### src/rtl/mem_pkg.sv
// Shared types and constants for the M-stage memory access block.
package mem_pkg;

    typedef enum logic [1:0] {
        IDLE,
        REQ,
        DONE,
        FAULT
    } state_t;

    localparam int DW = 64;
    localparam int unsigned TIMEOUT_DEFAULT = 16;

endpackage

### src/rtl/memory_access_if.sv
// Data-memory bus between the M stage (master) and the memory (slave).
interface memory_access_if;
    import mem_pkg::*;

    logic          dm_req;
    logic          dm_we;
    logic [DW-1:0] dm_addr;
    logic [DW-1:0] dm_wdata;
    logic          dm_ack;
    logic          dm_err;
    logic [DW-1:0] dm_rdata;

    modport master (
        output dm_req, dm_we, dm_addr, dm_wdata,
        input  dm_ack, dm_err, dm_rdata
    );

    modport slave (
        input  dm_req, dm_we, dm_addr, dm_wdata,
        output dm_ack, dm_err, dm_rdata
    );

endinterface

### src/rtl/access_timer.sv
// Counts REQ cycles without an ack; tc flags the last cycle before a timeout fault.
module access_timer #(
    parameter int unsigned TIMEOUT = 16
) (
    input  logic clk,
    input  logic reset,
    input  logic clear,
    input  logic enable,
    output logic tc
);

    logic [7:0] count_q;

    always_ff @(posedge clk) begin
        if (reset || clear) begin
            count_q <= 8'd0;
        end else if (enable) begin
            count_q <= count_q + 8'd1;
        end
    end

    assign tc = (count_q == 8'(TIMEOUT - 1));

endmodule

### src/rtl/memory_access.sv
// M-stage load/store sequencer: issues one data-memory transaction per request,
// stalls the pipeline until it completes, and latches a sticky fault.
module memory_access
    import mem_pkg::*;
#(
    parameter int unsigned TIMEOUT = TIMEOUT_DEFAULT
) (
    input  logic          clk,
    input  logic          reset,
    input  logic          MemRead_M,
    input  logic          MemWrite_M,
    input  logic          Branch_M,
    input  logic [DW-1:0] aluResult_M,
    input  logic [DW-1:0] writeData_M,
    input  logic          zero_M,
    output logic          PCSrc_M,
    output logic [DW-1:0] readData_M,
    output logic          stall_M,
    output logic          mem_fault,
    memory_access_if.master bus
);

    state_t        state_q, state_d;
    logic [DW-1:0] addr_q, wdata_q;
    logic          we_q;
    logic          latch_en, rd_load;
    logic          timer_clear, timer_en, timer_tc;

    access_timer #(
        .TIMEOUT(TIMEOUT)
    ) u_timer (
        .clk    (clk),
        .reset  (reset),
        .clear  (timer_clear),
        .enable (timer_en),
        .tc     (timer_tc)
    );

    always_ff @(posedge clk) begin
        if (reset) begin
            state_q    <= IDLE;
            addr_q     <= '0;
            wdata_q    <= '0;
            we_q       <= 1'b0;
            readData_M <= '0;
        end else begin
            state_q <= state_d;
            if (latch_en) begin
                addr_q  <= aluResult_M;
                wdata_q <= writeData_M;
                we_q    <= MemWrite_M;
            end
            if (rd_load) begin
                readData_M <= bus.dm_rdata;
            end
        end
    end

    always_comb begin
        state_d     = state_q;
        stall_M     = 1'b0;
        latch_en    = 1'b0;
        rd_load     = 1'b0;
        timer_clear = 1'b0;
        timer_en    = 1'b0;
        unique case (state_q)
            IDLE: begin
                if ((MemRead_M ^ MemWrite_M) && (aluResult_M[2:0] == 3'b000)) begin
                    stall_M     = 1'b1;
                    latch_en    = 1'b1;
                    timer_clear = 1'b1;
                    state_d     = REQ;
                end else if ((MemRead_M && MemWrite_M) ||
                             ((MemRead_M || MemWrite_M) && (aluResult_M[2:0] != 3'b000))) begin
                    state_d = FAULT;
                end
            end
            REQ: begin
                stall_M = 1'b1;
                // An error wins over a simultaneous ack; an ack on the terminal cycle still counts.
                if (bus.dm_err) begin
                    state_d = FAULT;
                end else if (bus.dm_ack) begin
                    rd_load = ~we_q;
                    state_d = DONE;
                end else begin
                    timer_en = 1'b1;
                    if (timer_tc) begin
                        state_d = FAULT;
                    end
                end
            end
            DONE:  state_d = IDLE;
            FAULT: state_d = FAULT;
        endcase
    end

    assign PCSrc_M      = Branch_M & zero_M;
    assign mem_fault    = (state_q == FAULT);
    assign bus.dm_req   = (state_q == REQ);
    assign bus.dm_we    = we_q;
    assign bus.dm_addr  = addr_q;
    assign bus.dm_wdata = wdata_q;

endmodule

### src/flat_wrapper.sv
// flat-port wrapper written by rule: the top's interface ports become plain ports
module memory_access_flat import mem_pkg::*;
#(
    parameter int unsigned TIMEOUT = TIMEOUT_DEFAULT
)
  (clk, reset, MemRead_M, MemWrite_M, Branch_M, aluResult_M, writeData_M, zero_M, PCSrc_M, readData_M, stall_M, mem_fault, bus_dm_req, bus_dm_we, bus_dm_addr, bus_dm_wdata, bus_dm_ack, bus_dm_err, bus_dm_rdata);
  memory_access_if bus_i ();
  input  logic clk;
  input  logic reset;
  input  logic MemRead_M;
  input  logic MemWrite_M;
  input  logic Branch_M;
  input  logic [DW-1:0] aluResult_M;
  input  logic [DW-1:0] writeData_M;
  input  logic zero_M;
  output logic PCSrc_M;
  output logic [DW-1:0] readData_M;
  output logic stall_M;
  output logic mem_fault;
  output wire logic [$bits(bus_i.dm_req)-1:0] bus_dm_req;
  output wire logic [$bits(bus_i.dm_we)-1:0] bus_dm_we;
  output wire logic [$bits(bus_i.dm_addr)-1:0] bus_dm_addr;
  output wire logic [$bits(bus_i.dm_wdata)-1:0] bus_dm_wdata;
  input wire logic [$bits(bus_i.dm_ack)-1:0] bus_dm_ack;
  input wire logic [$bits(bus_i.dm_err)-1:0] bus_dm_err;
  input wire logic [$bits(bus_i.dm_rdata)-1:0] bus_dm_rdata;
  assign bus_dm_req = bus_i.dm_req;
  assign bus_dm_we = bus_i.dm_we;
  assign bus_dm_addr = bus_i.dm_addr;
  assign bus_dm_wdata = bus_i.dm_wdata;
  assign bus_i.dm_ack = bus_dm_ack;
  assign bus_i.dm_err = bus_dm_err;
  assign bus_i.dm_rdata = bus_dm_rdata;
  memory_access #(.TIMEOUT(TIMEOUT)) u_core (.clk(clk), .reset(reset), .MemRead_M(MemRead_M), .MemWrite_M(MemWrite_M), .Branch_M(Branch_M), .aluResult_M(aluResult_M), .writeData_M(writeData_M), .zero_M(zero_M), .PCSrc_M(PCSrc_M), .readData_M(readData_M), .stall_M(stall_M), .mem_fault(mem_fault), .bus(bus_i));
endmodule
### config.mk
export PLATFORM = sky130hd
export DESIGN_NAME = memory_access_flat
export DESIGN_NICKNAME = d
export VERILOG_FILES = /design/src/rtl/mem_pkg.sv /design/src/rtl/memory_access_if.sv /design/src/rtl/access_timer.sv /design/src/rtl/memory_access.sv /design/src/flat_wrapper.sv
export SDC_FILE = /design/constraint.sdc
export NUM_CORES = 1
export LEC_CHECK = 0
export CAP_MARGIN = 20
export CELL_PAD_IN_SITES_DETAIL_PLACEMENT = 0
export CELL_PAD_IN_SITES_GLOBAL_PLACEMENT = 1
export CORE_MARGIN = 2
export CORE_UTILIZATION = 25
export DETAILED_ROUTE_END_ITERATION = 8
export GPL_TIMING_DRIVEN = 1
export PLACE_DENSITY_LB_ADDON = 0.1
export SYNTH_ARGS = -nofsm -noshare
export SYNTH_HDL_FRONTEND = slang
export SYNTH_SLANG_ARGS = --single-unit
### constraint.sdc
create_clock -name clk -period 2.2 [get_ports clk]
set_input_delay 0.44 -clock clk [delete_from_list [all_inputs] [get_ports clk]]
set_output_delay 0.44 -clock clk [all_outputs]
set_load 0.1 [all_outputs]
* After elaboration in Yosys (flattened, before gate mapping)
Cells that the tools add are included.
** Storage, ports and cells
- Bits in registers :: 203
- Input port bits :: 200
- Output and inout port bits :: 197
- Logic and storage cells :: 41
** Operators by class
- Add/subtract/negate cells :: 1
- Equality and inequality tests :: 6
- Multiplexer cells :: 15
- Bitwise logic cells :: 3
- Reduce and logical (&&, ||, !) cells :: 10
** Operators with widths (count)
- 2-to-1 mux 2 bit :: 5
- adder 8 x 1 -> 8 bit, second input constant :: 1
- equality test 8 x 4 -> 1 bit, second input constant :: 1
- 2-to-1 mux 1 bit :: 8
- case mux 2 bit (4 select lines) :: 1
- equality test 2 bit, second input constant :: 2
- != test 4 x 1 -> 1 bit, second input constant :: 1
- logical AND 1 bit :: 3
- zero test 3 bit :: 1
- logical OR 1 bit :: 3
- != test 3 x 1 -> 1 bit, second input constant :: 1
- nonzero test 3 bit :: 1
- equality test 2 x 1 -> 1 bit, second input constant :: 1
- zero test 2 bit :: 1
- case mux 1 bit (2 select lines) :: 1
- AND reduction 2 bit :: 1
- AND 1 bit :: 1
- NOT 1 bit :: 1
- XOR 1 bit :: 1

* Longest topological paths before layout
Gate-level depths: netlist (run 1).
- Depth in word-level cells :: 6
- Depth in mapped cells :: 8
- Depth with buffers taken out :: 5

* By module
From an unflattened synthesis (run 1), not the netlist that was laid out.
** Second synthesis, totals
- Cells, all modules :: 893
- Area, all modules :: 9036.2 µm²
** By module, submodules not included
- memory_access :: instances 1, cells an instance 853, area an instance 8678.3 µm², seq. area each 3903.7 µm²
- access_timer :: instances 1, cells an instance 40, area an instance 357.8 µm², seq. area each 160.2 µm²

* Worst setup path after synthesis (run 1)
OpenSTA, ideal clock, no wires.
- Path type :: input-to-output
- Start point :: input MemRead_M
- End point :: output stall_M
- Arrival :: 2.923 ns
- Data required time :: 1.760 ns
- Setup slack :: -1.163 ns
- Stages on the path :: 7
- Path buffers :: 2
- Path through :: inv_1 ha_1 nor4b_1 clkbuf_1 buf_2 nor2_1 nor2_1
** On the way
- Word-level cells in the longest chain between the ends :: 4
** Ends and longest elaborated chain
- from (decl) :: line flat_wrapper.sv:10 : input logic MemRead_M;
- XOR 1 bit :: line memory_access.sv:68 : if ((MemRead_M ^ MemWrite_M) && (aluResult_M[2:0] == 3'b000)) begin
- logical AND 1 bit :: line memory_access.sv:68
- 2-to-1 mux 1 bit :: line memory_access.sv:68
- case mux 1 bit (2 select lines) :: line memory_access.sv:66 : unique case (state_q)
- to (decl) :: line flat_wrapper.sv:18 : output logic stall_M;
No other way between the ends.

* Worst setup path in the final report (run 1)
- Start point :: input aluResult_M[1]
- End point :: output stall_M
** On the way
- Word-level cells in the longest chain between the ends :: 4
** Ends and longest elaborated chain
- from (decl) :: line flat_wrapper.sv:13 : input logic [DW-1:0] aluResult_M;
- zero test 3 bit :: line memory_access.sv:68
- logical AND 1 bit :: line memory_access.sv:68
- 2-to-1 mux 1 bit :: line memory_access.sv:68
- case mux 1 bit (2 select lines) :: line memory_access.sv:66
No other way between the ends.

==> results.py, run 1 <==
metrics = {
    "run_status": {
        "outcome": "finished clean",
    },
    "logic_synthesis": {
        "yosysWarnings": 0,
        "synth-edff-count": 0,
        "synthTopCellsByArea": "dfxtp_1, a21oi_1, nand3_1",
        "synth-simple-area-share_pct": 15.2,
        "avgSynthCellArea_sq_um": 8.20,
        "synth_adder_area_share_pct": 0.481,
        "synth_top_area_share_pct": 52.1,
        "synth.distinct_cells": 35,
        "netlist_instances": 951,
        "synth-compound-area-share_pct": 26.0,
        "synth_top_family_by_area": "compound AO/OA/AOI/OAI gates",
        "synth_area_leader_cell": "dfxtp_1",
        "syn_area_sq_mm": 0.00780,
        "synthFlopType": "dfxtp_1",
        "seq_area_frac_synth_pct": 52.1,
        "ys_seq_elements": 203,
        "syn_nets": 1154,
        "muxShareOfSynthArea_pct": 0.257,
        "synth-xor-area-share_pct": 0.112,
        "synthArstFlopShare_pct": 0,
    },
    "pwr": {
        "max-vdd-ir-drop_mv": 0.559,
        "p_per_area_mw_per_mm2": 783,
        "clockPowerShare_pct": 41.3,
        "switchingPower_w": 0.00306,
        "combPwrFrac_pct": 20.9,
        "p_int_w": 0.00702,
        "swShare_pct": 30.4,
        "power.leakage_nw": 4.81,
        "seq_power_share_pct": 37.7,
    },
    "sta": {
        "min_period_over_period_pct": 97.3,
        "fmax_mhz": 467,
        "final_hold_viol_count": 0,
        "clock_skew_ns": 0.00818,
        "grt_setup_unrepaired": "false",
        "tightest_slew_ns": 0.446,
        "fin_crit_ns": 2.14,
        "setup_viol_count_final": 0,
        "setup_slack_ns": 0.0586,
        "drv_slew": 0,
        "slew_headroom_pct": 70.2,
        "hold-worst-slack_ns": 0.304,
    },
    "floorplan": {
        "die_y_microns": 181,
        "ios": 397,
        "dieArea_sq_mm": 0.0326,
        "die_w_microns": 181,
        "fp.coreArea_sq_mm": 0.0307,
        "start_util_pct": 25.4,
        "num_rows": 64,
    },
    "setup_path": {
        "cp_top_family": "buffers and inverters",
        "path_buf_inv": 2,
        "r2r-end": "u_core.u_timer.count_q[5]",
        "required_ns": 1.76,
        "cp_slowest_stage_delay_ns": 0.49,
        "start_kind": "input port",
        "path_common_cell": "nor2_4",
        "rrSetupSlack_ns": 0.35,
        "path_cells": "clkdlybuf4s50_1, nor4b_4, nor2_4, nor2_4, buf_12",
        "worst-setup-path-type": "input port to output pin",
        "slowest_stage": "clkdlybuf4s50_1",
        "cp_max_fo": 3,
        "timing.rr.start": "u_core.state_q[1]",
        "cp.arrival_ns": 1.70,
        "reg2reg_depth": 3,
        "worstSetupEndpointType": "output pin",
        "cp.depth": 5,
    },
    "layout": {
        "fin_util_pct": 42.0,
        "multi_input_area_sq_mm": 0.00335,
        "fin_area_sq_mm": 0.0129,
        "fillers": 3136,
        "syn_to_final_growth_pct": 65.1,
        "layout-drive-gt1-share_pct": 22.3,
        "fin_cells": 1725,
        "seq_area_sq_mm": 0.00406,
        "num-nets-final": 1512,
    },
    "global_routing": {
        "track_usage_pct": 18.6,
        "grt_pass1_vias": 8304,
        "grt_max_degree": 65,
        "antenna_found_initial": 1,
        "grt_pass1_wl_microns": 49300,
        "grt_overflow": 0,
    },
    "clock_network": {
        "numCtsBuffers": 26,
        "clock-sinks": 203,
        "cts_root_buffer": "clkbuf_16",
        "cts_tree": "built",
        "cts_buffer_depth": 3,
        "insertion_delay_ns": 0.52,
        "clkTransAtPathRegs_ns": 0.06,
        "htree_num_levels": 1,
    },
    "worst_hold_path": {
        "hp-start": "reset",
        "min_path_cells": 2,
        "holdCritPathClass": "input port to flop",
        "hold_end": "u_core.readData_M[20]",
    },
    "routing": {
        "routed_wl_microns": 31900,
        "vias": 8503,
        "route.antenna.remaining_nets": 0,
        "first_pass_iters": 5,
        "vias_per_cell": 4.93,
        "wire_per_inst_microns": 18.5,
        "drc": 0,
        "drt_iter0_markers": 481,
    },
    "placement": {
        "placed_cells": 1676,
        "placed_cell_area_sq_mm": 0.0120,
        "hpwl_microns": 21400,
        "io_buffer_count": 396,
        "gp_congestion": 0.744,
        "dp_slack_ns": -0.322,
    },
    "job": {
        "cap_violations": 0,
    },
}
==> power by group through the flow <==
stage / clock network (W) / registers [W] / logic [W]
floorplan: 0 / 0.00441 / 0.000634
global placement: 0 / 0.00388 / 0.00213
detailed placement: 0 / 0.00388 / 0.00213
CTS: 0.00431 / 0.00380 / 0.00213
global route: 0.00448 / 0.00381 / 0.00223
finish: 0.00417 / 0.00380 / 0.00211
==> cells in the mapped netlist, types with 2 or more instances <==
cell type / n
dfxtp_1: 203
a21oi_1: 200
nand3_1: 193
o21ai_0: 190
clkbuf_1: 87
buf_2: 15
nor2_1: 7
o21ai_1: 6
and2_1: 5
buf_1: 5
inv_1: 4
ha_1: 3
o31ai_1: 3
or3_1: 3
a211oi_1: 2
buf_6: 2
mux2i_1: 2
nor2b_1: 2
nor4_1: 2
or4_1: 2
==> how the worst max path moves through the flow <==
stage	start	to	slack, ns
3_5_place_dp	MemRead_M	u_core.bus.dm_wdata[30]	-0.32
3_3_place_gp	MemRead_M	u_core.bus.dm_wdata[30]	-0.33
2_1_floorplan	MemRead_M	stall_M	-0.03
4_1_cts	MemRead_M	stall_M	0.006
6_report	aluResult_M[1]	stall_M	0.06
5_1_grt	aluResult_M[1]	stall_M	0.001
==> sequential cells by signal (all words and copies together), names as in the netlist <==
name and cells:
u_core.bus.dm_addr 64, u_core.bus.dm_wdata 64, u_core.readData_M 64, u_core.u_timer.count_q 8, u_core.state_q 2, u_core.bus.dm_we 1
==> cell type report <==
cell class | count | area share [%]
diodes | 1 | 0.0194
clock buffers | 44 | 6.44
clock inverters | 3 | 0.146
inverters | 4 | 0.214
multi-input cells | 635 | 26.0
flip-flops and latches | 203 | 31.6
well taps | 396 | 3.85
repair buffers | 439 | 31.8
==> cells in the final DEF, fill, tap and decap left out, drive strengths merged, types with 2 or more instances in the layout <==
| cell | n |
|---|---|
| or4b | 2 |
| buf | 241 |
| a21oi | 200 |
| clkdlybuf4s50 | 195 |
| or4 | 2 |
| nor4 | 2 |
| mux2i | 2 |
| ha | 3 |
| nor2 | 7 |
| and2 | 5 |
| clkinv | 3 |
| clkbuf | 45 |
| inv | 4 |
| dfxtp | 203 |
| nor2b | 2 |
| nand3 | 193 |
| o31ai | 3 |
| o21ai | 196 |
| a211oi | 2 |
| or3 | 4 |
==> per-stage QoR <==
step / TNS, ns / power, W
4_1_cts: 0 / 0.0102
3_3_place_gp: -34.28 / 0.00601
2_1_floorplan: -0.0256 / 0.00504
6_report: 0 / 0.0101
5_1_grt: 0 / 0.0105
3_5_place_dp: -36.31 / 0.00601
==> routing by layer <==
metal	GRT usage (%)	wire length, microns
met2	29.4	14400
met4	6.58	1140
met3	6.43	2770
met5	0	0
met1	23.4	13500
==> what timing repair did <==
item / 4_1_cts / 5_1_grt
endpoints found under the setup margin: 1 / 1
hold buffers: 0 / 0
pin swaps: 0 / 1
setup buffers: 1 / 0
gates resized for setup: 2 / 4
==> kinds of logic (layout without fill, tap and decap cells) <==
group	count (synthesis)	in the layout
fa+ha+maj	3	3
buf+inv	113	490
xor+xnor	1	1
compound gates	402	402
flops	203	203
simple gates	227	227
other cells	0	1
mux	2	2
Power figures use the tool's default switching activity.
==> run 2: changes to the inputs <==
--- a/config.mk
+++ b/config.mk
@@ -12,6 +12,7 @@
 export CORE_UTILIZATION = 25
 export DETAILED_ROUTE_END_ITERATION = 8
 export GPL_TIMING_DRIVEN = 1
+export HOLD_SLACK_MARGIN = 0.12
 export PLACE_DENSITY_LB_ADDON = 0.1
 export SYNTH_ARGS = -nofsm -noshare
 export SYNTH_HDL_FRONTEND = slang
==> results of run 2 <==
No change in the layout: final DEF, timing and power equal those of run 1.
==> run 3: changes to the inputs <==
--- a/config.mk
+++ b/config.mk
@@ -8,10 +8,11 @@
 export CAP_MARGIN = 20
 export CELL_PAD_IN_SITES_DETAIL_PLACEMENT = 0
 export CELL_PAD_IN_SITES_GLOBAL_PLACEMENT = 1
+export CORE_ASPECT_RATIO = 0.9
 export CORE_MARGIN = 2
 export CORE_UTILIZATION = 25
 export DETAILED_ROUTE_END_ITERATION = 8
-export GPL_TIMING_DRIVEN = 1
+export GPL_TIMING_DRIVEN = 0
 export HOLD_SLACK_MARGIN = 0.12
 export PLACE_DENSITY_LB_ADDON = 0.1
 export SYNTH_ARGS = -nofsm -noshare
==> run 3 against run 2 <==
Effect of this change:
- non-clock buffer count increased by 69
- clock power decreased by 11%
- critical path depth decreased by 4
- combinational power decreased by 6%
- maximum frequency decreased by 1.3%
- worst setup slack got worse by 0.029 ns
- register-to-register slack got worse by 0.16 ns
- wire length increased by 6.9%
- clock-buffer cell count decreased by 8
- largest cell class unchanged
- highest routed layer is now met5
==> results.py, run 3 (synthesis results as in run 1) <==
metrics = {
    "run_status": {
        "outcome": "finished clean",
    },
    "setup_path": {
        "worst-setup-path-type": "flop to output pin",
        "cp.arrival_ns": 1.73,
        "path_cells": "dlygate4sd2_1",
        "start_kind": "flop",
        "required_ns": 1.76,
        "cp_max_fo": 2,
        "slowest_stage": "dlygate4sd2_1",
        "cp_top_family": "buffers and inverters",
        "cp_slowest_stage_delay_ns": 0.89,
        "worstSetupEndpointType": "output pin",
        "path_buf_inv": 1,
    },
    "placement": {
        "hpwl_microns": 24500,
        "gp_congestion": 0.804,
        "io_buffer_count": 395,
        "placed_cells": 1755,
    },
    "routing": {
        "vias": 8706,
        "first_pass_iters": 4,
        "dr.max_layer_used": "met5",
        "dr_wl_met2_microns": 15600,
        "route.antenna.remaining_nets": 0,
        "drc": 0,
        "vias_per_cell": 4.82,
        "wire_per_inst_microns": 18.9,
        "wl_met1_microns": 14300,
        "wl_met3_microns": 3050,
        "drt_iter0_markers": 563,
        "routed_wl_microns": 34100,
    },
    "global_routing": {
        "grt_pass1_vias": 8532,
        "grt_pass1_wl_microns": 50200,
        "antenna_found_initial": 7,
        "track_usage_pct": 19.8,
        "grt_max_degree": 12,
        "grt_overflow": 0,
    },
    "floorplan": {
        "die_y_microns": 172,
        "num_rows": 61,
        "die_w_microns": 190,
        "fp.coreArea_sq_mm": 0.0308,
        "start_util_pct": 25.3,
        "dieArea_sq_mm": 0.0326,
        "ios": 397,
    },
    "pwr": {
        "power_w": 0.00949,
        "power.leakage_nw": 4.90,
        "seq_power_share_pct": 40.0,
        "p_per_area_mw_per_mm2": 736,
        "clockPowerShare_pct": 39.1,
        "combPwrFrac_pct": 20.9,
        "max-vdd-ir-drop_mv": 0.515,
        "swShare_pct": 31.8,
        "switchingPower_w": 0.00302,
        "p_int_w": 0.00647,
    },
    "sta": {
        "slew_headroom_pct": 30.7,
        "fin_crit_ns": 2.17,
        "fmax_mhz": 461,
        "final_hold_viol_count": 0,
        "hold-worst-slack_ns": 0.225,
        "clock_skew_ns": 0.0100,
        "min_period_over_period_pct": 98.7,
        "setup_viol_count_final": 0,
        "drv_slew": 0,
        "tightest_slew_ns": 1.04,
    },
    "worst_hold_path": {
        "holdCritPathClass": "input port to flop",
    },
    "layout": {
        "num-nets-final": 1579,
        "syn_to_final_growth_pct": 65.3,
        "layout-drive-gt1-share_pct": 7.69,
        "layout.cells.most_common": "dfxtp_1",
        "most-common-layout-cells": "dfxtp_1, a21oi_1, nand3_1, clkdlybuf4s50_1, o21ai_0",
        "fin_cells": 1805,
    },
    "clock_network": {
        "numCtsBuffers": 24,
        "cts_buffer_depth": 3,
        "holdBufCountCts": 0,
        "htree_num_levels": 1,
        "cts_root_buffer": "clkbuf_16",
        "clock-sinks": 203,
        "insertion_delay_ns": 0.52,
        "clkTransAtPathRegs_ns": 0.06,
        "cts_tree": "built",
    },
    "job": {
        "cap_violations": 0,
    },
}
==> run 3: area by class of cell <==
cell class              instances  area, sq um
clock inverters                 5         25.0
repair buffers                401         3790
fillers                      3264        17900
clock buffers                  36          687
diodes                          5         12.5
inverters                       4         27.5
multi-input cells             635         3320
plain buffers                 107          450
flip-flops and latches        203         4060
well taps                     409          512
==> run 3: per-stage QoR <==
step	cell area (sq um)	setup WS, ns	util [%]	TNS [ns]
3_3_place_gp	12300	-1.59	40.0	-104.39
2_1_floorplan	7870	-0.0256	-	-0.0256
4_1_cts	12900	-0.262	41.8	-0.262
3_5_place_dp	12300	-1.58	40.0	-109.14
5_1_grt	12900	-0.00107	41.8	-0.00266
6_report	12900	0.0294	41.8	0
==> run 3: repair_timing <==
item	in CTS	in global routing
gates cloned	0	1
setup endpoints to repair	311	85
pin swaps	0	2
buffers inserted	2	3
gates resized for setup	269	82
==> run 3: worst reg2reg max path, delay by kind of cell, from the launching register on <==
kind | cells | cell delay [ns]
flops | 1 | 0.31
compound gates | 2 | 0.32
buf+inv | 3 | 0.77
simple gates | 1 | 0.49
==> run 3: path summary, 6_finish.rpt <==
| path | start | endpoint | slack (ns) | cells after the start |
|---|---|---|---|---|
| max reg2reg | u_core.state_q[1] | u_core.readData_M[30] | 0.19 | 6 |
| min reg2reg | u_core.bus.dm_addr[0] | u_core.bus.dm_addr[0] | 0.45 | 1 |
| min | MemWrite_M | u_core.bus.dm_we | 0.22 | 3 |
| max | u_core.bus.dm_wdata[20] | bus_dm_wdata[20] | 0.03 | 1 |
==> run 3: power groups by stage <==
stage | sequential [W] | clock (W) | combinational [W]
6_report | 0.00379 | 0.00371 | 0.00198
2_1_floorplan | 0.00441 | 0 | 0.000634
3_5_place_dp | 0.00388 | 0 | 0.00203
5_1_grt | 0.00380 | 0.00398 | 0.00211
3_3_place_gp | 0.00387 | 0 | 0.00205
4_1_cts | 0.00379 | 0.00383 | 0.00199
==> run 3: routing by layer <==
layer  up-vias  global-route usage [%]
li1       4284                       -
met1      4065                    24.2
met2       297                    32.7
met3        56                    6.61
met4         4                    6.61
met5         -                       0
